--- src/rtl/ebus_diag_pkg.sv ---
// ebus_diag_pkg: shared types and helpers for the EBUS diagnostic initiator.
//   diag_state_t       - sequencer states
//   DIAG_FUNC_READ_BIT - index of ds[0]; set means a read function (1xx octal)
//   DIAG_CTL_01X       - base of the CON 01x control-strobe group
//   odd_par36()        - odd parity bit for a 36-bit EBUS word
package ebus_diag_pkg;

    typedef enum logic [2:0] {
        IDLE   = 3'd0,
        SETUP  = 3'd1,
        STROBE = 3'd2,
        HOLD   = 3'd3,
        SETTLE = 3'd4,
        RESP   = 3'd5
    } diag_state_t;

    localparam int         DIAG_FUNC_READ_BIT = 0;
    localparam logic [0:6] DIAG_CTL_01X       = 7'o010;

    // Bit that makes the total count of ones (data + parity) odd.
    function automatic logic odd_par36(input logic [0:35] d);
        return ~(^d);
    endfunction

endpackage

--- src/rtl/ebus_diag_master_if.sv ---
// ebus_diag_master_if: command/response handshake and EBUS signals of the
// diagnostic initiator.
//   master modport - the initiator (drives cmd_ready, rsp_*, ebus_* outputs)
//   slave modport  - front-end plus EBOX side (drives cmd_*, rsp_ready, ebus_data_in/parity_in)
interface ebus_diag_master_if;

    logic        cmd_valid;
    logic        cmd_ready;
    logic [0:6]  cmd_func;
    logic [0:35] cmd_data;
    logic        rsp_valid;
    logic        rsp_ready;
    logic [0:35] rsp_data;
    logic        rsp_par_err;
    logic [0:6]  ebus_ds;
    logic        ebus_diag_strobe;
    logic        ebus_diag_read;
    logic        ebus_data_oe;
    logic [0:35] ebus_data_out;
    logic        ebus_parity_out;
    logic [0:35] ebus_data_in;
    logic        ebus_parity_in;

    modport master (
        input  cmd_valid, cmd_func, cmd_data, rsp_ready, ebus_data_in, ebus_parity_in,
        output cmd_ready, rsp_valid, rsp_data, rsp_par_err, ebus_ds, ebus_diag_strobe,
               ebus_diag_read, ebus_data_oe, ebus_data_out, ebus_parity_out
    );

    modport slave (
        output cmd_valid, cmd_func, cmd_data, rsp_ready, ebus_data_in, ebus_parity_in,
        input  cmd_ready, rsp_valid, rsp_data, rsp_par_err, ebus_ds, ebus_diag_strobe,
               ebus_diag_read, ebus_data_oe, ebus_data_out, ebus_parity_out
    );

endinterface

--- src/rtl/ebus_diag_timer.sv ---
// ebus_diag_timer: 3-bit loadable down-counter shared by the SETUP, STROBE
// and SETTLE phases.
//   clk, reset_n - clock, synchronous active-low reset
//   load, value  - load the count with value (loaded on the edge entering a phase)
//   expire       - high during the last cycle of the loaded phase (count == 1)
module ebus_diag_timer (
    input  logic       clk,
    input  logic       reset_n,
    input  logic       load,
    input  logic [2:0] value,
    output logic       expire
);

    logic [2:0] count_r;

    // Count down to zero and park there until reloaded.
    always_ff @(posedge clk) begin
        if (!reset_n) begin
            count_r <= 3'd0;
        end else if (load) begin
            count_r <= value;
        end else if (count_r != 3'd0) begin
            count_r <= count_r - 3'd1;
        end else begin
            count_r <= 3'd0;
        end
    end

    assign expire = (count_r == 3'd1);

endmodule

--- src/rtl/ebus_diag_master.sv ---
// ebus_diag_master: console-side EBUS diagnostic initiator. Writes/controls
// (ds[0]=0) are strobed into the target; reads (ds[0]=1) hold diag_read and
// sample the returned word into the response.
//   clk, reset_n - clock, synchronous active-low reset
//   bus          - ebus_diag_master_if.master (command, response and EBUS signals)
// Parameters: SETUP_CYC, STROBE_CYC, READ_SETTLE (each 1..7 cycles).
// Optional macro EBUS_DIAG_PARITY_EN: drives odd write parity and checks read
// parity; without it ebus_parity_out and rsp_par_err are tied 0.
// All outputs are registered, computed from the next state.
module ebus_diag_master
    import ebus_diag_pkg::*;
#(
    parameter int SETUP_CYC   = 1,
    parameter int STROBE_CYC  = 2,
    parameter int READ_SETTLE = 2
) (
    input  logic                clk,
    input  logic                reset_n,
    ebus_diag_master_if.master  bus
);

    diag_state_t state_r, state_next;
    logic [0:6]  func_r;
    logic [0:35] data_r;
    logic        read_r;
    logic        tmr_load, tmr_expire, accept, capture;
    logic [2:0]  tmr_value;

    logic [0:6]  cur_func, ds_next, ds_r;
    logic [0:35] cur_data, dout_next, dout_r, rsp_data_r;
    logic        cur_read, strobe_next, rd_next, oe_next;
    logic        strobe_r, rd_r, oe_r, cmd_ready_r, rsp_valid_r;

    ebus_diag_timer u_timer (
        .clk     (clk),
        .reset_n (reset_n),
        .load    (tmr_load),
        .value   (tmr_value),
        .expire  (tmr_expire)
    );

    // State register.
    always_ff @(posedge clk) begin
        if (!reset_n) begin
            state_r <= IDLE;
        end else begin
            state_r <= state_next;
        end
    end

    // Next-state decode and timer loading.
    always_comb begin
        state_next = state_r;
        tmr_load   = 1'b0;
        tmr_value  = 3'd0;
        accept     = 1'b0;
        capture    = 1'b0;
        case (state_r)
            IDLE: begin
                if (bus.cmd_valid) begin
                    accept     = 1'b1;
                    state_next = SETUP;
                    tmr_load   = 1'b1;
                    tmr_value  = 3'(SETUP_CYC);
                end else begin
                    state_next = IDLE;
                end
            end
            SETUP: begin
                if (tmr_expire && read_r) begin
                    state_next = SETTLE;
                    tmr_load   = 1'b1;
                    tmr_value  = 3'(READ_SETTLE);
                end else if (tmr_expire) begin
                    state_next = STROBE;
                    tmr_load   = 1'b1;
                    tmr_value  = 3'(STROBE_CYC);
                end else begin
                    state_next = SETUP;
                end
            end
            STROBE: begin
                if (tmr_expire) begin
                    state_next = HOLD;
                end else begin
                    state_next = STROBE;
                end
            end
            HOLD: begin
                state_next = RESP;
            end
            SETTLE: begin
                if (tmr_expire) begin
                    capture    = 1'b1;
                    state_next = RESP;
                end else begin
                    state_next = SETTLE;
                end
            end
            RESP: begin
                if (bus.rsp_ready) begin
                    state_next = IDLE;
                end else begin
                    state_next = RESP;
                end
            end
            default: begin
                state_next = IDLE;
            end
        endcase
    end

    // EBUS output values for the coming cycle; in IDLE the command is not yet
    // latched, so the incoming one is used directly.
    always_comb begin
        cur_func    = (state_r == IDLE) ? bus.cmd_func : func_r;
        cur_data    = (state_r == IDLE) ? bus.cmd_data : data_r;
        cur_read    = (state_r == IDLE) ? bus.cmd_func[DIAG_FUNC_READ_BIT] : read_r;
        ds_next     = 7'd0;
        dout_next   = 36'd0;
        strobe_next = 1'b0;
        rd_next     = 1'b0;
        oe_next     = 1'b0;
        case (state_next)
            SETUP: begin
                ds_next   = cur_func;
                oe_next   = ~cur_read;
                dout_next = cur_read ? 36'd0 : cur_data;
            end
            STROBE: begin
                ds_next     = cur_func;
                oe_next     = 1'b1;
                dout_next   = cur_data;
                strobe_next = 1'b1;
            end
            HOLD: begin
                ds_next   = cur_func;
                oe_next   = 1'b1;
                dout_next = cur_data;
            end
            SETTLE: begin
                ds_next = cur_func;
                rd_next = 1'b1;
            end
            default: begin
                ds_next = 7'd0;
            end
        endcase
    end

    // Latched command.
    always_ff @(posedge clk) begin
        if (!reset_n) begin
            func_r <= 7'd0;
            data_r <= 36'd0;
            read_r <= 1'b0;
        end else if (accept) begin
            func_r <= bus.cmd_func;
            data_r <= bus.cmd_data;
            read_r <= bus.cmd_func[DIAG_FUNC_READ_BIT];
        end else begin
            func_r <= func_r;
            data_r <= data_r;
            read_r <= read_r;
        end
    end

    // Registered outputs and response word; rsp_data is cleared once taken.
    always_ff @(posedge clk) begin
        if (!reset_n) begin
            cmd_ready_r <= 1'b1;
            rsp_valid_r <= 1'b0;
            ds_r        <= 7'd0;
            dout_r      <= 36'd0;
            strobe_r    <= 1'b0;
            rd_r        <= 1'b0;
            oe_r        <= 1'b0;
            rsp_data_r  <= 36'd0;
        end else begin
            cmd_ready_r <= (state_next == IDLE);
            rsp_valid_r <= (state_next == RESP);
            ds_r        <= ds_next;
            dout_r      <= dout_next;
            strobe_r    <= strobe_next;
            rd_r        <= rd_next;
            oe_r        <= oe_next;
            if (accept) begin
                rsp_data_r <= 36'd0;
            end else if (capture) begin
                rsp_data_r <= bus.ebus_data_in;
            end else if ((state_r == RESP) && bus.rsp_ready) begin
                rsp_data_r <= 36'd0;
            end else begin
                rsp_data_r <= rsp_data_r;
            end
        end
    end

`ifdef EBUS_DIAG_PARITY_EN
    logic par_out_r, par_err_r;

    // Write parity follows the driven word; read parity error is captured with the data.
    always_ff @(posedge clk) begin
        if (!reset_n) begin
            par_out_r <= 1'b0;
            par_err_r <= 1'b0;
        end else begin
            par_out_r <= oe_next ? odd_par36(dout_next) : 1'b0;
            if (accept) begin
                par_err_r <= 1'b0;
            end else if (capture) begin
                par_err_r <= (odd_par36(bus.ebus_data_in) != bus.ebus_parity_in);
            end else if ((state_r == RESP) && bus.rsp_ready) begin
                par_err_r <= 1'b0;
            end else begin
                par_err_r <= par_err_r;
            end
        end
    end

    assign bus.ebus_parity_out = par_out_r;
    assign bus.rsp_par_err     = par_err_r;
`else
    assign bus.ebus_parity_out = 1'b0;
    assign bus.rsp_par_err     = 1'b0;
`endif

    assign bus.cmd_ready        = cmd_ready_r;
    assign bus.rsp_valid        = rsp_valid_r;
    assign bus.rsp_data         = rsp_data_r;
    assign bus.ebus_ds          = ds_r;
    assign bus.ebus_diag_strobe = strobe_r;
    assign bus.ebus_diag_read   = rd_r;
    assign bus.ebus_data_oe     = oe_r;
    assign bus.ebus_data_out    = dout_r;

endmodule
--- src/flat_wrapper.sv ---
// flat-port wrapper written by rule: the top's interface ports become plain ports
module ebus_diag_master_flat import ebus_diag_pkg::*;
#(
    parameter int SETUP_CYC   = 1,
    parameter int STROBE_CYC  = 2,
    parameter int READ_SETTLE = 2
)
  (clk, reset_n, bus_cmd_valid, bus_cmd_func, bus_cmd_data, bus_rsp_ready, bus_ebus_data_in, bus_ebus_parity_in, bus_cmd_ready, bus_rsp_valid, bus_rsp_data, bus_rsp_par_err, bus_ebus_ds, bus_ebus_diag_strobe, bus_ebus_diag_read, bus_ebus_data_oe, bus_ebus_data_out, bus_ebus_parity_out);
  ebus_diag_master_if bus_i ();
  input  logic clk;
  input  logic reset_n;
  input wire logic [$bits(bus_i.cmd_valid)-1:0] bus_cmd_valid;
  input wire logic [$bits(bus_i.cmd_func)-1:0] bus_cmd_func;
  input wire logic [$bits(bus_i.cmd_data)-1:0] bus_cmd_data;
  input wire logic [$bits(bus_i.rsp_ready)-1:0] bus_rsp_ready;
  input wire logic [$bits(bus_i.ebus_data_in)-1:0] bus_ebus_data_in;
  input wire logic [$bits(bus_i.ebus_parity_in)-1:0] bus_ebus_parity_in;
  output wire logic [$bits(bus_i.cmd_ready)-1:0] bus_cmd_ready;
  output wire logic [$bits(bus_i.rsp_valid)-1:0] bus_rsp_valid;
  output wire logic [$bits(bus_i.rsp_data)-1:0] bus_rsp_data;
  output wire logic [$bits(bus_i.rsp_par_err)-1:0] bus_rsp_par_err;
  output wire logic [$bits(bus_i.ebus_ds)-1:0] bus_ebus_ds;
  output wire logic [$bits(bus_i.ebus_diag_strobe)-1:0] bus_ebus_diag_strobe;
  output wire logic [$bits(bus_i.ebus_diag_read)-1:0] bus_ebus_diag_read;
  output wire logic [$bits(bus_i.ebus_data_oe)-1:0] bus_ebus_data_oe;
  output wire logic [$bits(bus_i.ebus_data_out)-1:0] bus_ebus_data_out;
  output wire logic [$bits(bus_i.ebus_parity_out)-1:0] bus_ebus_parity_out;
  assign bus_i.cmd_valid = bus_cmd_valid;
  assign bus_i.cmd_func = bus_cmd_func;
  assign bus_i.cmd_data = bus_cmd_data;
  assign bus_i.rsp_ready = bus_rsp_ready;
  assign bus_i.ebus_data_in = bus_ebus_data_in;
  assign bus_i.ebus_parity_in = bus_ebus_parity_in;
  assign bus_cmd_ready = bus_i.cmd_ready;
  assign bus_rsp_valid = bus_i.rsp_valid;
  assign bus_rsp_data = bus_i.rsp_data;
  assign bus_rsp_par_err = bus_i.rsp_par_err;
  assign bus_ebus_ds = bus_i.ebus_ds;
  assign bus_ebus_diag_strobe = bus_i.ebus_diag_strobe;
  assign bus_ebus_diag_read = bus_i.ebus_diag_read;
  assign bus_ebus_data_oe = bus_i.ebus_data_oe;
  assign bus_ebus_data_out = bus_i.ebus_data_out;
  assign bus_ebus_parity_out = bus_i.ebus_parity_out;
  ebus_diag_master #(.SETUP_CYC(SETUP_CYC), .STROBE_CYC(STROBE_CYC), .READ_SETTLE(READ_SETTLE)) u_core (.clk(clk), .reset_n(reset_n), .bus(bus_i));
endmodule
--- config.mk ---
export PLATFORM = sky130hd
export DESIGN_NAME = ebus_diag_master_flat
export DESIGN_NICKNAME = d
export VERILOG_FILES = /design/src/rtl/ebus_diag_pkg.sv /design/src/rtl/ebus_diag_master_if.sv /design/src/rtl/ebus_diag_timer.sv /design/src/rtl/ebus_diag_master.sv /design/src/flat_wrapper.sv
export SDC_FILE = /design/constraint.sdc
export NUM_CORES = 1
export LEC_CHECK = 0
export ABC_CLOCK_PERIOD_IN_PS = 2000
export BUFFER_PORTS_ARGS = -buffer_cell sky130_fd_sc_hd__buf_2
export CAP_MARGIN = 20
export CORE_MARGIN = 4
export CORE_UTILIZATION = 50
export CTS_CLUSTER_SIZE = 24
export DETAILED_ROUTE_END_ITERATION = 8
export PLACE_DENSITY = 0.89
export SLEW_MARGIN = 40
export SYNTH_ARGS = -nofsm -noshare
export SYNTH_HDL_FRONTEND = slang
export SYNTH_SLANG_ARGS = --single-unit
--- constraint.sdc ---
create_clock -name clk -period 2 [get_ports clk]
set_clock_uncertainty 0.1 [all_clocks]
set_input_delay 0.3 -clock clk [delete_from_list [all_inputs] [get_ports clk]]
set_output_delay 0.3 -clock clk [all_outputs]
set_load 0.01 [all_outputs]
Word level (Yosys, flattened, before mapping)
Index checks and enable logic that the tools add are counted.
W data, S select, Z words.
- bits in registers: 134
- latch bits: 0
- memory bits (writable): 0
- memory bits (read-only): 0
- input bits: 84
- logic and storage cells: 65
- memories: 0
- $add $sub $neg: 1
- multipliers: 0
- div/mod/pow operators: 0
- order comparisons: 0
- equality and inequality tests: 11
- shifts and indexed selects: 0
- mux-type cells: 28
- bitwise gates (word level): 2
- reductions and logical operators: 10
- operator list (cell ; count):
    $mux W36 ; 4
    $pmux W36 S2 ; 1
    $pmux W3 S6 ; 1
    $mux W3 ; 5
    $eq A3 B2 Y1 const B ; 4
    $eq A3 B3 Y1 const B ; 4
    $mux W1 ; 11
    $eq A3 B1 Y1 const B ; 3
    $mux W7 ; 1
    $logic_not A3 Y1 ; 2
    $pmux W3 S2 ; 1
    $mux W2 ; 2
    $pmux W1 S2 ; 2
    $reduce_or A2 Y1 ; 2
    $reduce_or A4 Y1 ; 1
    $reduce_bool A3 Y1 ; 1
    $sub A3 B1 Y3 const B ; 1
    $logic_and A1 B1 Y1 ; 2
    $not A1 Y1 ; 2
    $reduce_and A2 Y1 ; 1
    $reduce_bool A2 Y1 ; 1

Depth between registers and ports, before layout
Gate-level depths: netlist of the first run.
- depth in word-level cells: 7
- mapped depth: 7

By module
From an unflattened synthesis of the first run, not the netlist that was laid out.
- cells, all modules: 518
- area total of the unflattened synthesis: 5061.1 um^2
- by module, submodules not included (module ; instances ; cells an instance ; area an instance (um^2) ; sequential area each (um^2)):
    ebus_diag_master ; 1 ; 500 ; 4927.2 ; 2602.5
    ebus_diag_timer ; 1 ; 18 ; 133.9 ; 60.1

Least setup slack after synthesis of the first run
OpenSTA, ideal clock, no wires.
- path kind: flip-flop to flip-flop
- start: reg u_core.state_r[0]
- end: reg u_core.dout_r (netlist bit u_core.bus.ebus_data_out[12])
- data arrival time: 1593 ps
- setup slack: 233 ps
- cell stages (with the launch flop): 8
- path buffers: 3
- period minus slack after synthesis: 1767 ps
- path through: dfxtp_1 -> buf_2 -> nor2_1 -> a211o_1 -> a211o_1 -> buf_6 -> buf_6 -> nor3_2
- longest elaborated chain between the ends: 5
- ends and longest elaborated chain (item ; RTL line ; RTL):
    from (decl) ; ebus_diag_master.sv:22 ; diag_state_t state_r, state_next;
    from (signal assigned) ; ebus_diag_master.sv:47 ; state_r <= state_next;
    $eq A3 B3 Y1 (tied with other cells) ; ebus_diag_master.sv:58 ; case (state_r)
    $pmux W3 S6 ; ebus_diag_master.sv:58 ;
    $eq A3 B2 Y1 ; ebus_diag_master.sv:124 ; case (state_next)
    $reduce_or A2 Y1 (no source line) ; - ;
    $pmux W36 S2 (*) ; ebus_diag_master.sv:124 ;
    to (signal assigned) ; ebus_diag_master.sv:183 ; dout_r <= dout_next;
    to (decl) ; ebus_diag_master.sv:30 ; logic [0:35] cur_data, dout_next, dout_r, rsp_data_r;
Mark *: on every way between the ends. The rest lies on a longest branch, timed or not.
A chain may end at the register's enable or synchronous reset.

Worst setup path after layout of the first run
- start: reg u_core.state_r[1]
- end: reg u_core.ds_r (netlist bit u_core.bus.ebus_ds[0])
- longest elaborated chain between the ends: 5
- ends and longest elaborated chain (item ; RTL line ; RTL):
    $eq A3 B3 Y1 (tied with other cells) ; ebus_diag_master.sv:58 ;
    $pmux W3 S6 ; ebus_diag_master.sv:58 ;
    $eq A3 B1 Y1 (tied with other cells) ; ebus_diag_master.sv:124 ;
    $reduce_or A4 Y1 (no source line) ; - ;
    $reduce_and A2 Y1 (no source line) ; - ;
    to (signal assigned) ; ebus_diag_master.sv:182 ; ds_r <= ds_next;
    to (decl) ; ebus_diag_master.sv:29 ; logic [0:6] cur_func, ds_next, ds_r;
Several ways; a longest one is shown, not always the timed one.

==> run summary, run 1 <==
Final worst slack -> 0.117 ns
Skew-Pair Late Insertion Delay -> 0.51 ns
# fillers -> 627
Crit. End Element -> register
Area delta synth->final -> 50.0%
Post-CTS Setup Repair Bufs -> 0
Worst-path clk slew -> 0.06 ns
Post-synthesis sequential area ratio -> 53.6%
Static Leakage -> 0.00341 uW
H-tree levels -> 4
DRC -> 0
Synth Warn # -> 0
FF+latch area -> 0.00267 mm^2
Final setup fails -> 0
Vias -> 4,762
VDD IR max -> 0.000718 V
Startpoint Class -> register
Final hold viol count -> 0
Adder-cell share of the synthesized area -> 0.252%
Vias in the first global route -> 4,857
Setup TNS -> 0 ns
Synth Area in Compound Gates -> 12.6%
Fin. max-slew vios -> 0
Syn_area_per_cell -> 9.68 um^2
Area of the multi-input gates -> 0.00209 mm^2
Status -> finished, final reports clean
GRT Util Overall -> 25.9%
Mapped cell area -> 0.00497 mm^2
Root buffer cell -> clkbuf_8
Placed insts -> 789
Max_cap viols -> 0
Crit path DAT -> 2.20 ns
DP Wirelength -> 8300 um
CTS tree -> yes
Drt wl/cell -> 16.8 um
Starting density of the core -> 51.1%
Placeable Area -> 0.00973 mm^2
Via density -> 5.29
CP required -> 2.31 ns
Pwr/cell area -> 1040 mW/mm^2
# clock sinks -> 133
Final instance area -> 0.00745 mm^2
Die area -> 0.0116 mm^2
Antenna violations before repair -> 0
Synth Register Bits -> 133
Proportion of synthesized area in mux cells -> 8.66%
Post-Layout Cell Count -> 901
Overflow after GRT -> 0
RSZ-0062 raised after global routing -> false
Crit Path Max Fanout -> 16
Largest net degree at the start of global routing -> 46
Final antenna-violating net count -> 0
Final Power -> 7730 uW
DIE WIDTH -> 108 um
Post-Synth XOR/XNOR Area -> 0%
RePlAce Congestion -> 0.892
Diode count -> 0
Nets -> 840
Die height -> 108 um
Worst-Margin Slew -> 0.530 ns
Crit share post-route -> 94.2%
Number of cell rows -> 36
Slew margin rel. -> 64.1%
I/O pin total -> 170
Share of cells above drive strength 1 -> 33.3%
Synthesized instance count -> 513
Largest family of logic cells by synthesized area -> simple AND/OR/NAND/NOR gates
Commonest non-fill, non-tap cells in the layout -> buf_2 (166), dfxtp_1 (131), nand2_1 (93)
Dpl ws -> 0.0603 ns
Iter 0 DRT Violations -> 329
Post-synth cell types -> 33
Inserted Clock Buffers -> 17
Crit path time final -> 1.88 ns
Commonest non-fill, non-tap cell in the layout -> buf_2
Drt pass-1 iters -> 6
Max Freq -> 531 MHz
Buffers on Ports -> 166
First-pass GRT wire length -> 23,700 um
Crit path kind -> register to register
Hold Path Class -> input pin to register
Placed cell areas -> 0.00596 mm^2
Synth Area in Simple Gates -> 19.9%
Final WL -> 15,100 um
Clock Tree Buf Depth -> 2
==> state kept, by name, summed over array words and instances (netlist names) <==
name and count:
u_core.bus.ebus_data_out 36, u_core.bus.rsp_data 36, u_core.data_r 36, u_core.bus.ebus_ds 7, u_core.func_r 6, u_core.state_r 3, u_core.u_timer.count_r 3, u_core.bus.cmd_ready 1
u_core.bus.ebus_data_oe 1, u_core.bus.ebus_diag_read 1, u_core.bus.ebus_diag_strobe 1, u_core.bus.rsp_valid 1, u_core.read_r 1
==> worst max-delay path, stage by stage (launching register included) <==
cell and delay [ns]:
dfxtp_2 0.36, buf_4 0.17, nor4b_4 0.29, a211oi_1 0.10, a211o_2 0.37, buf_12 0.17, a21oi_1 0.22
==> layer usage <==
layer / GRT usage, % / wire [um] / vias to the layer above
met5: 0 / 0 / -
met4: 10.2 / 329 / 0
met3: 8.70 / 1170 / 30
met2: 47.3 / 7990 / 219
met1: 27.3 / 5610 / 2267
li1: - / - / 2246
==> synthesized netlist by cell type <==
master,count,share of area (%)
nor4_1,2,0.25
and4bb_1,1,0.25
o21ai_0,2,0.20
mux2i_1,43,8.7
and2_1,4,0.50
a31oi_1,1,0.13
nor3_2,32,6.4
nor2b_1,3,0.38
dfxtp_1,133,54
clkbuf_1,16,1.2
nor4b_1,2,0.35
o2111ai_1,1,0.18
buf_4,3,0.45
nor2_1,40,3.0
conb_1,1,0.075
and3_1,2,0.25
inv_1,3,0.23
nor3_1,6,0.60
inv_2,1,0.075
ha_1,1,0.25
o21a_1,4,0.60
nand2_1,94,7.1
o21ai_1,1,0.10
a22o_1,1,0.18
buf_6,5,1.1
buf_2,17,1.7
a211o_1,2,0.35
a211oi_1,1,0.15
nor3b_1,2,0.30
nor4b_4,1,0.48
a311oi_1,1,0.18
a22oi_1,36,5.4
a21oi_1,51,5.1
==> what timing repair did <==
item,CTS,global route
gates resized for setup,0,4
endpoints found under the hold margin,111,0
setup endpoints to repair,0,43
hold buffers,80,0
==> logic make-up after synthesis <==
| logic type | after synthesis |
|---|---|
| adders and majority gates | 1 |
| and+or+nand+nor | 189 |
| DFF | 133 |
| other | 1 |
| AOI/OAI and AO/OA | 101 |
| muxes | 43 |
| buffers and inverters | 45 |
==> power by group <==
| group | switching, uW | leakage [uW] | total (uW) | internal (uW) |
|---|---|---|---|---|
| clock network | 1140 | 0.000329 | 3520 | 2390 |
| registers | 91.2 | 0.00108 | 2920 | 2830 |
| logic | 711 | 0.00200 | 1290 | 577 |
==> per-stage QoR <==
stage                     hold WS, ns  util [%]
after detailed placement        0.346      61.3
after CTS                      0.0421      76.5
final                          0.0585      76.6
after floorplan                 0.336         -
after global routing           0.0918      76.6
after global placement          0.340      61.3
==> final cells by class <==
| cell class | instances | share of cell area, % |
|---|---|---|
| inverter | 4 | 0.202 |
| sequential | 133 | 35.8 |
| clock inverter | 11 | 2.94 |
| multi-input combinational | 336 | 28.1 |
| tap | 133 | 2.23 |
| clock buffer | 21 | 6.16 |
| timing repair buffer | 263 | 24.6 |
==> final timing paths <==
check / end / slack [ns] / from / depth (start not counted)
worst max-delay path: u_core.bus.ebus_ds[0] / 0.12 / u_core.state_r[1] / 6
worst min-delay path: u_core.u_timer.count_r[2] / 0.06 / bus_cmd_valid / 4
worst max register to register: u_core.bus.ebus_ds[0] / 0.12 / u_core.state_r[1] / 6
worst min register to register: u_core.data_r[19] / 0.35 / u_core.data_r[19] / 2
No activity file was read; power rests on OpenSTA's default activity.
==> run 2, diff against run 1 <==
--- a/config.mk
+++ b/config.mk
@@ -5,6 +5,7 @@
 export SDC_FILE = /design/constraint.sdc
 export NUM_CORES = 1
 export LEC_CHECK = 0
+export ABC_AREA = 1
 export ABC_CLOCK_PERIOD_IN_PS = 2000
 export BUFFER_PORTS_ARGS = -buffer_cell sky130_fd_sc_hd__buf_2
 export CAP_MARGIN = 20
==> run 2 against run 1 <==
Utilization decreased by 3.9 points. Hold slack worse by 0.038 ns. Largest power group unchanged. Largest cell class unchanged. Critical endpoint is now u_core.bus.ebus_data_out[7]. Clock-buffer cell count up 2. Critical path type unchanged. Global-route usage is 3.1 points lower. Register-to-register slack barely moved. Clock power shrank 13%. Die area is essentially flat.
==> run summary, run 2 <==
Mapped cell area -> 0.00497 mm^2
Iter 0 DRT Violations -> 284
Top cells by count, synth -> dfxtp_1 (133), nand2_1 (80), a21oi_1 (64), o21ai_0 (60), inv_1 (43)
Crit path DAT -> 2.19 ns
Post-synth EDFFs -> 0
Clk pwr share -> 41.6%
Starting density of the core -> 51.1%
Reg-to-reg startpoint -> u_core.state_r[0]
Int Pwr -> 5420 uW
R2r endpoint -> u_core.bus.ebus_data_out[7]
Final WL -> 13,300 um
Status -> finished, final reports clean
Crit path time final -> 1.88 ns
Fin. max-slew vios -> 0
RSZ-0062 raised after global routing -> false
Hold Path Class -> input pin to register
Share of cells above drive strength 1 -> 34.2%
Static Leakage -> 0.00317 uW
Via density -> 5.01
Synth Register Bits -> 133
Most used flip-flop cell after synthesis -> dfxtp_1
Drt pass-1 iters -> 5
Yosys top cell by area -> dfxtp_1
Final Power -> 7330 uW
CP required -> 2.31 ns
Final setup fails -> 0
Skew-Pair Late Insertion Delay -> 0.49 ns
Synth Warn # -> 0
Inserted Clock Buffers -> 17
Proportion of synthesized area in mux cells -> 0%
First-pass GRT wire length -> 21,200 um
Syn_area_per_cell -> 8.73 um^2
Worst-path clk slew -> 0.06 ns
Setup TNS -> 0 ns
Final instance area -> 0.00707 mm^2
Vias in the first global route -> 4,657
Antenna violations before repair -> 0
Critical path endpoint -> u_core.bus.ebus_data_out[7]
Net Sw Frac -> 26.1%
Crit path kind -> register to register
Largest net degree at the start of global routing -> 45
Largest family of logic cells by synthesized area -> simple AND/OR/NAND/NOR gates
Nets -> 874
Max Freq -> 532 MHz
Overflow after GRT -> 0
Beginning of the critical path -> u_core.state_r[0]
Number of cell rows -> 36
# fillers -> 705
Die height -> 108 um
Crit. End Element -> register
Adder-cell share of the synthesized area -> 0.252%
Max_cap viols -> 0
Crit Path Max Fanout -> 37
DRC -> 0
CTS tree -> yes
H-tree levels -> 4
Startpoint Class -> register
RePlAce Congestion -> 0.818
DIE WIDTH -> 108 um
Post-synthesis sequential area ratio -> 53.6%
Area delta synth->final -> 42.2%
Buffers on Ports -> 166
Placeable Area -> 0.00973 mm^2
Most frequent cell after synthesis -> dfxtp_1
Synthesized instance count -> 569
Switching pwr -> 1920 uW
Post-layout util -> 72.6%
DP Wirelength -> 8310 um
Critical path, cell by cell -> nor2_2, nand2_2, buf_4, o21ai_2, nand2_1, nand2_2, nand2_4, a21oi_1
Top post-synthesis cells by area -> dfxtp_1 (54%), a21oi_1 (6.4%), nand2_1 (6.0%)
Slew margin rel. -> 60.3%
Synth Area in Compound Gates -> 18.9%
Synth top area share -> 53.6%
Critical-path top delay cell -> dfxtp_1
GRT Util Overall -> 22.8%
Final antenna-violating net count -> 0
Hold slack -> 0.0206 ns
# clock sinks -> 133
Reg2Reg Depth -> 8
Flop pwr share -> 40.8%
VDD IR max -> 0.000622 V
Post-CTS Setup Repair Bufs -> 0
Combinational fraction of design power -> 17.6%
Clock Tree Buf Depth -> 2
Drt wl/cell -> 14.2 um
R2R setup slack -> 0.12 ns
Pwr/cell area -> 1040 mW/mm^2
I/O pin total -> 170
Commonest non-fill, non-tap cell in the layout -> buf_2
Crit share post-route -> 94.0%
Asr flop ratio synth -> 0%
Synth Area in Simple Gates -> 19.7%
Post-synth cell types -> 34
Placed cell areas -> 0.00588 mm^2
Worst-Margin Slew -> 0.595 ns
Final hold viol count -> 0
Commonest non-fill, non-tap cells in the layout -> buf_2 (166), dfxtp_1 (133), nand2_1 (80)
Vias -> 4,699
Die area -> 0.0116 mm^2
Max stage delay on crit path -> 0.35 ns
Root buffer cell -> clkbuf_8
Post-Synth XOR/XNOR Area -> 0%
Critical Path Most Common Cell -> nand2_2
-- run 2: cell types whose count changed in the layout (fill, tap and decap cells not counted), sizes merged, moves of 21 or more --
cell and delta:
mux2i -43, o21ai +60, nand2b +36, nor3 -36, inv +40, dlygate4sd3 -21, a22oi -36
-- run 2: logic make-up after synthesis --
logic type	after synthesis
AOI/OAI and AO/OA	155
adders and majority gates	1
buffers and inverters	84
DFF	133
other	1
and+or+nand+nor	195
-- run 2: cell type report --
type	count	area, um^2	area share, %
sequential	133	2660	37.7
multi-input combinational	353	1940	27.4
timing repair buffer	237	1530	21.6
clock buffer	23	467	6.60
inverter	47	176	2.50
tap	133	166	2.35
clock inverter	9	125	1.77
antenna	2	5.00	0.0708
-- run 2: per-stage QoR --
step | cells | setup slack, ns
after floorplan | 570 | 0.512
after global placement | 844 | 0.236
after detailed placement | 844 | 0.160
after CTS | 935 | 0.141
after global routing | 935 | 0.00573
final | 937 | 0.120
-- run 2: repair_timing --
action                                  in CTS  in global routing
hold endpoints to repair                    65                  0
endpoints found under the setup margin       0                  1
hold buffers                                59                  0
resized for setup                            0                  1
-- run 2: power by group through the flow --
stage          sequential [uW]  clock [uW]  combinational, uW
4_1_cts                   2990        3100               1270
2_1_floorplan             3100           0                756
3_5_place_dp              3040           0               1170
3_3_place_gp              3030           0               1130
5_1_grt                   3010        3220               1430
6_report                  2990        3050               1290
-- run 2: metal layers --
layer	GRT usage [%]	part of all wire (%)	vias up
li1	-	-	2301
met1	24.7	38	2193
met2	40.7	53	159
met3	4.38	4.3	46
met4	14.1	4.0	0
met5	0	0	-
-- run 2: critical path, delay by kind of cell (launching register included) --
| kind | cells | cell delay (ns) |
|---|---|---|
| buffers and inverters | 1 | 0.20 |
| DFF | 1 | 0.35 |
| AOI/OAI and AO/OA | 2 | 0.40 |
| and+or+nand+nor | 5 | 0.72 |
-- run 2: worst min path at each step --
stage                                   endpoint  slack, ns              start  cells past startpoint
floorplan                      u_core.data_r[20]       0.33  u_core.data_r[20]                      2
global placement               u_core.data_r[22]       0.34  u_core.data_r[22]                      2
detailed placement             u_core.data_r[25]       0.35  u_core.data_r[25]                      2
CTS                            u_core.data_r[21]     0.0006   bus_cmd_data[14]                      3
global route        u_core.bus.ebus_data_out[21]       0.03   bus_cmd_data[14]                      3
finish                         u_core.data_r[21]       0.02   bus_cmd_data[14]                      3
==> run 3, diff against run 2 <==
--- a/config.mk
+++ b/config.mk
@@ -7,14 +7,15 @@
 export LEC_CHECK = 0
 export ABC_AREA = 1
 export ABC_CLOCK_PERIOD_IN_PS = 2000
-export BUFFER_PORTS_ARGS = -buffer_cell sky130_fd_sc_hd__buf_2
 export CAP_MARGIN = 20
 export CORE_MARGIN = 4
-export CORE_UTILIZATION = 50
+export CORE_UTILIZATION = 55
 export CTS_CLUSTER_SIZE = 24
 export DETAILED_ROUTE_END_ITERATION = 8
-export PLACE_DENSITY = 0.89
+export DONT_BUFFER_PORTS = 1
+export PLACE_DENSITY = 0.79
 export SLEW_MARGIN = 40
 export SYNTH_ARGS = -nofsm -noshare
 export SYNTH_HDL_FRONTEND = slang
+export SYNTH_HIERARCHICAL = 1
 export SYNTH_SLANG_ARGS = --single-unit
==> run 3 against run 2 <==
First-iteration DRC count grew 43%. Area after synthesis rose by 6.8%. Sequential cell count stayed put. Global-route usage is 2.5 points higher. Total power shrank 3.3%. Cell count is 2.5% lower. Largest cell class unchanged.
==> run summary, run 3 <==
Crit path time final -> 1.86 ns
Area delta synth->final -> 27.9%
Status -> finished, final reports clean
Crit path kind -> register to register
Post-synth cell types -> 26
Vias -> 4,728
CTS tree -> yes
Synth Warn # -> 6
Setup TNS -> 0 ns
DIE WIDTH -> 106 um
Clock Tree Buf Depth -> 2
Critical-path top delay cell -> dlygate4sd3_1
Asr flop ratio synth -> 0%
Die area -> 0.0113 mm^2
Post-layout util -> 72.8%
Flop pwr share -> 42.6%
Vias in the first global route -> 4,677
Crit Path Max Fanout -> 15
First-pass GRT wire length -> 23,100 um
Nets -> 857
Die height -> 106 um
Max stage delay on crit path -> 0.56 ns
Switching pwr -> 1910 uW
Commonest non-fill, non-tap cells in the layout -> inv_1 (164), dfxtp_1 (130), dlygate4sd3_1 (81)
Critical path, cell by cell -> nor2_4, nand3_4, inv_2, buf_6, o21ai_0, a21oi_1, dlygate4sd3_1
Crit share post-route -> 93.2%
Yosys top cell by area -> dfxtp_1
Area of the multi-input gates -> 0.00177 mm^2
Final worst slack -> 0.135 ns
Largest net degree at the start of global routing -> 57
Drt pass-1 iters -> 5
Antenna violations before repair -> 0
DRC -> 0
Overflow after GRT -> 0
Synth top area share -> 50.2%
Final antenna-violating net count -> 0
Starting density of the core -> 56.9%
Commonest non-fill, non-tap cell in the layout -> inv_1
I/O pin total -> 170
Fin. max-slew vios -> 0
Diode count -> 0
RSZ-0062 raised after global routing -> false
# clock sinks -> 133
Placed insts -> 799
Final WL -> 14,000 um
Combinational fraction of design power -> 14.2%
Pwr/cell area -> 1040 mW/mm^2
# fillers -> 664
Share of cells above drive strength 1 -> 11.7%
DP Wirelength -> 8020 um
Clk pwr share -> 43.2%
H-tree levels -> 4
Via density -> 5.17
Max_cap viols -> 0
Synthesized instance count -> 695
Post-synthesis sequential area ratio -> 50.2%
Buffers on Ports -> 0
Final setup fails -> 0
Number of cell rows -> 35
Final hold viol count -> 0
Post-synth EDFFs -> 0
Post-Layout Cell Count -> 914
Most frequent cell after synthesis -> inv_1
RePlAce Congestion -> 0.811
Inserted Clock Buffers -> 17
Top cells by count, synth -> inv_1 (164), dfxtp_1 (133), o21ai_0 (80), nand2_1 (63), nor2_1 (60)
Hold Path Class -> input pin to register
Top post-synthesis cells by area -> dfxtp_1 (50%), inv_1 (12%), o21ai_0 (7.5%)
Crit. End Element -> register
Placeable Area -> 0.00933 mm^2
Skew-Pair Late Insertion Delay -> 0.50 ns
Startpoint Class -> register
FF+latch area -> 0.00267 mm^2
GRT Util Overall -> 25.3%
Synth Register Bits -> 133
Syn_area_per_cell -> 7.64 um^2
Crit path DAT -> 2.20 ns
Root buffer cell -> clkbuf_8
Dpl ws -> 0.204 ns
CP required -> 2.34 ns
Net Sw Frac -> 27.0%
Max Freq -> 536 MHz
Worst-path clk slew -> 0.06 ns
Mapped cell area -> 0.00531 mm^2
Iter 0 DRT Violations -> 407
Int Pwr -> 5180 uW
Most used flip-flop cell after synthesis -> dfxtp_1
VDD IR max -> 0.000553 V
Drt wl/cell -> 15.4 um
Static Leakage -> 0.00286 uW
-- run 3: cell types whose count changed after synthesis, sizes merged, moves of 16 or more --
cell,before,now
o22ai,2,36
inv,46,170
nand2,83,67
o221a,17,0
o21ai,63,84
a21oi,65,47
nand2b,36,0
or2,17,0
nor2,50,92
-- run 3: kinds of logic (layout without fill, tap and decap cells) --
logic type             Yosys count  after routing  share of synthesized area, %
AO/OA/AOI/OAI                  168            168                          17.0
buffers and inverters          208            296                          16.6
flip-flops                     133            133                          50.2
other                            1              3                        0.0707
AND/OR/NAND/NOR                185            185                          16.2
-- run 3: per-stage QoR --
step	hold WS [ns]	instance area, um^2	power, uW
4_1_cts	0.00208	6760	7100
3_5_place_dp	0.294	5340	3880
3_3_place_gp	0.292	5340	3840
5_1_grt	0.00153	6790	7450
2_1_floorplan	0.329	5310	3730
6_report	0.0154	6790	7090
-- run 3: final timing paths --
| check | startpoint | endpoint | slack [ns] | cells past startpoint |
|---|---|---|---|---|
| min reg2reg | u_core/data_r[7] | u_core/data_r[7] | 0.35 | 2 |
| max | u_core/state_r[0] | u_core/data_r[32] | 0.14 | 7 |
| max reg2reg | u_core/state_r[0] | u_core/data_r[32] | 0.14 | 7 |
| min | reset_n | u_core/state_r[0] | 0.02 | 3 |
-- run 3: per-layer routing --
layer | vias to the layer above | part of all wire [%] | global-route usage [%]
met5 | - | 0 | 0
met4 | 0 | 2.8 | 10.2
met3 | 35 | 9.8 | 8.50
met2 | 229 | 48 | 42.8
met1 | 2176 | 39 | 29.5
li1 | 2288 | - | -
-- run 3: area by class of cell --
cell class              instances  area share (%)
clock buffers                  20            6.42
inverters                     170            9.40
flip-flops and latches        133            39.3
clock inverters                11            2.25
repair buffers                 95            14.2
multi-input cells             356            26.1
well taps                     129            2.38
-- run 3: worst max-delay path: cells and delay by family, from the launching register on --
family          cells  cell delay [ns]
compound gates      2             0.22
simple gates        2             0.29
flops               1             0.37
buf+inv             3             0.82
-- run 3: power groups by stage --
stage	logic (uW)	clock network, uW	registers [uW]
finish	1000	3070	3020
global route	1140	3260	3040
CTS	964	3120	3020
detailed placement	804	0	3070
global placement	769	0	3070
floorplan	690	0	3040
-- run 3: what timing repair did --
item | CTS | global route
resized for setup | 0 | 5
setup buffers | 0 | 2
hold buffers | 82 | 0
endpoints found under the setup margin | 0 | 1
endpoints found under the hold margin | 130 | 0
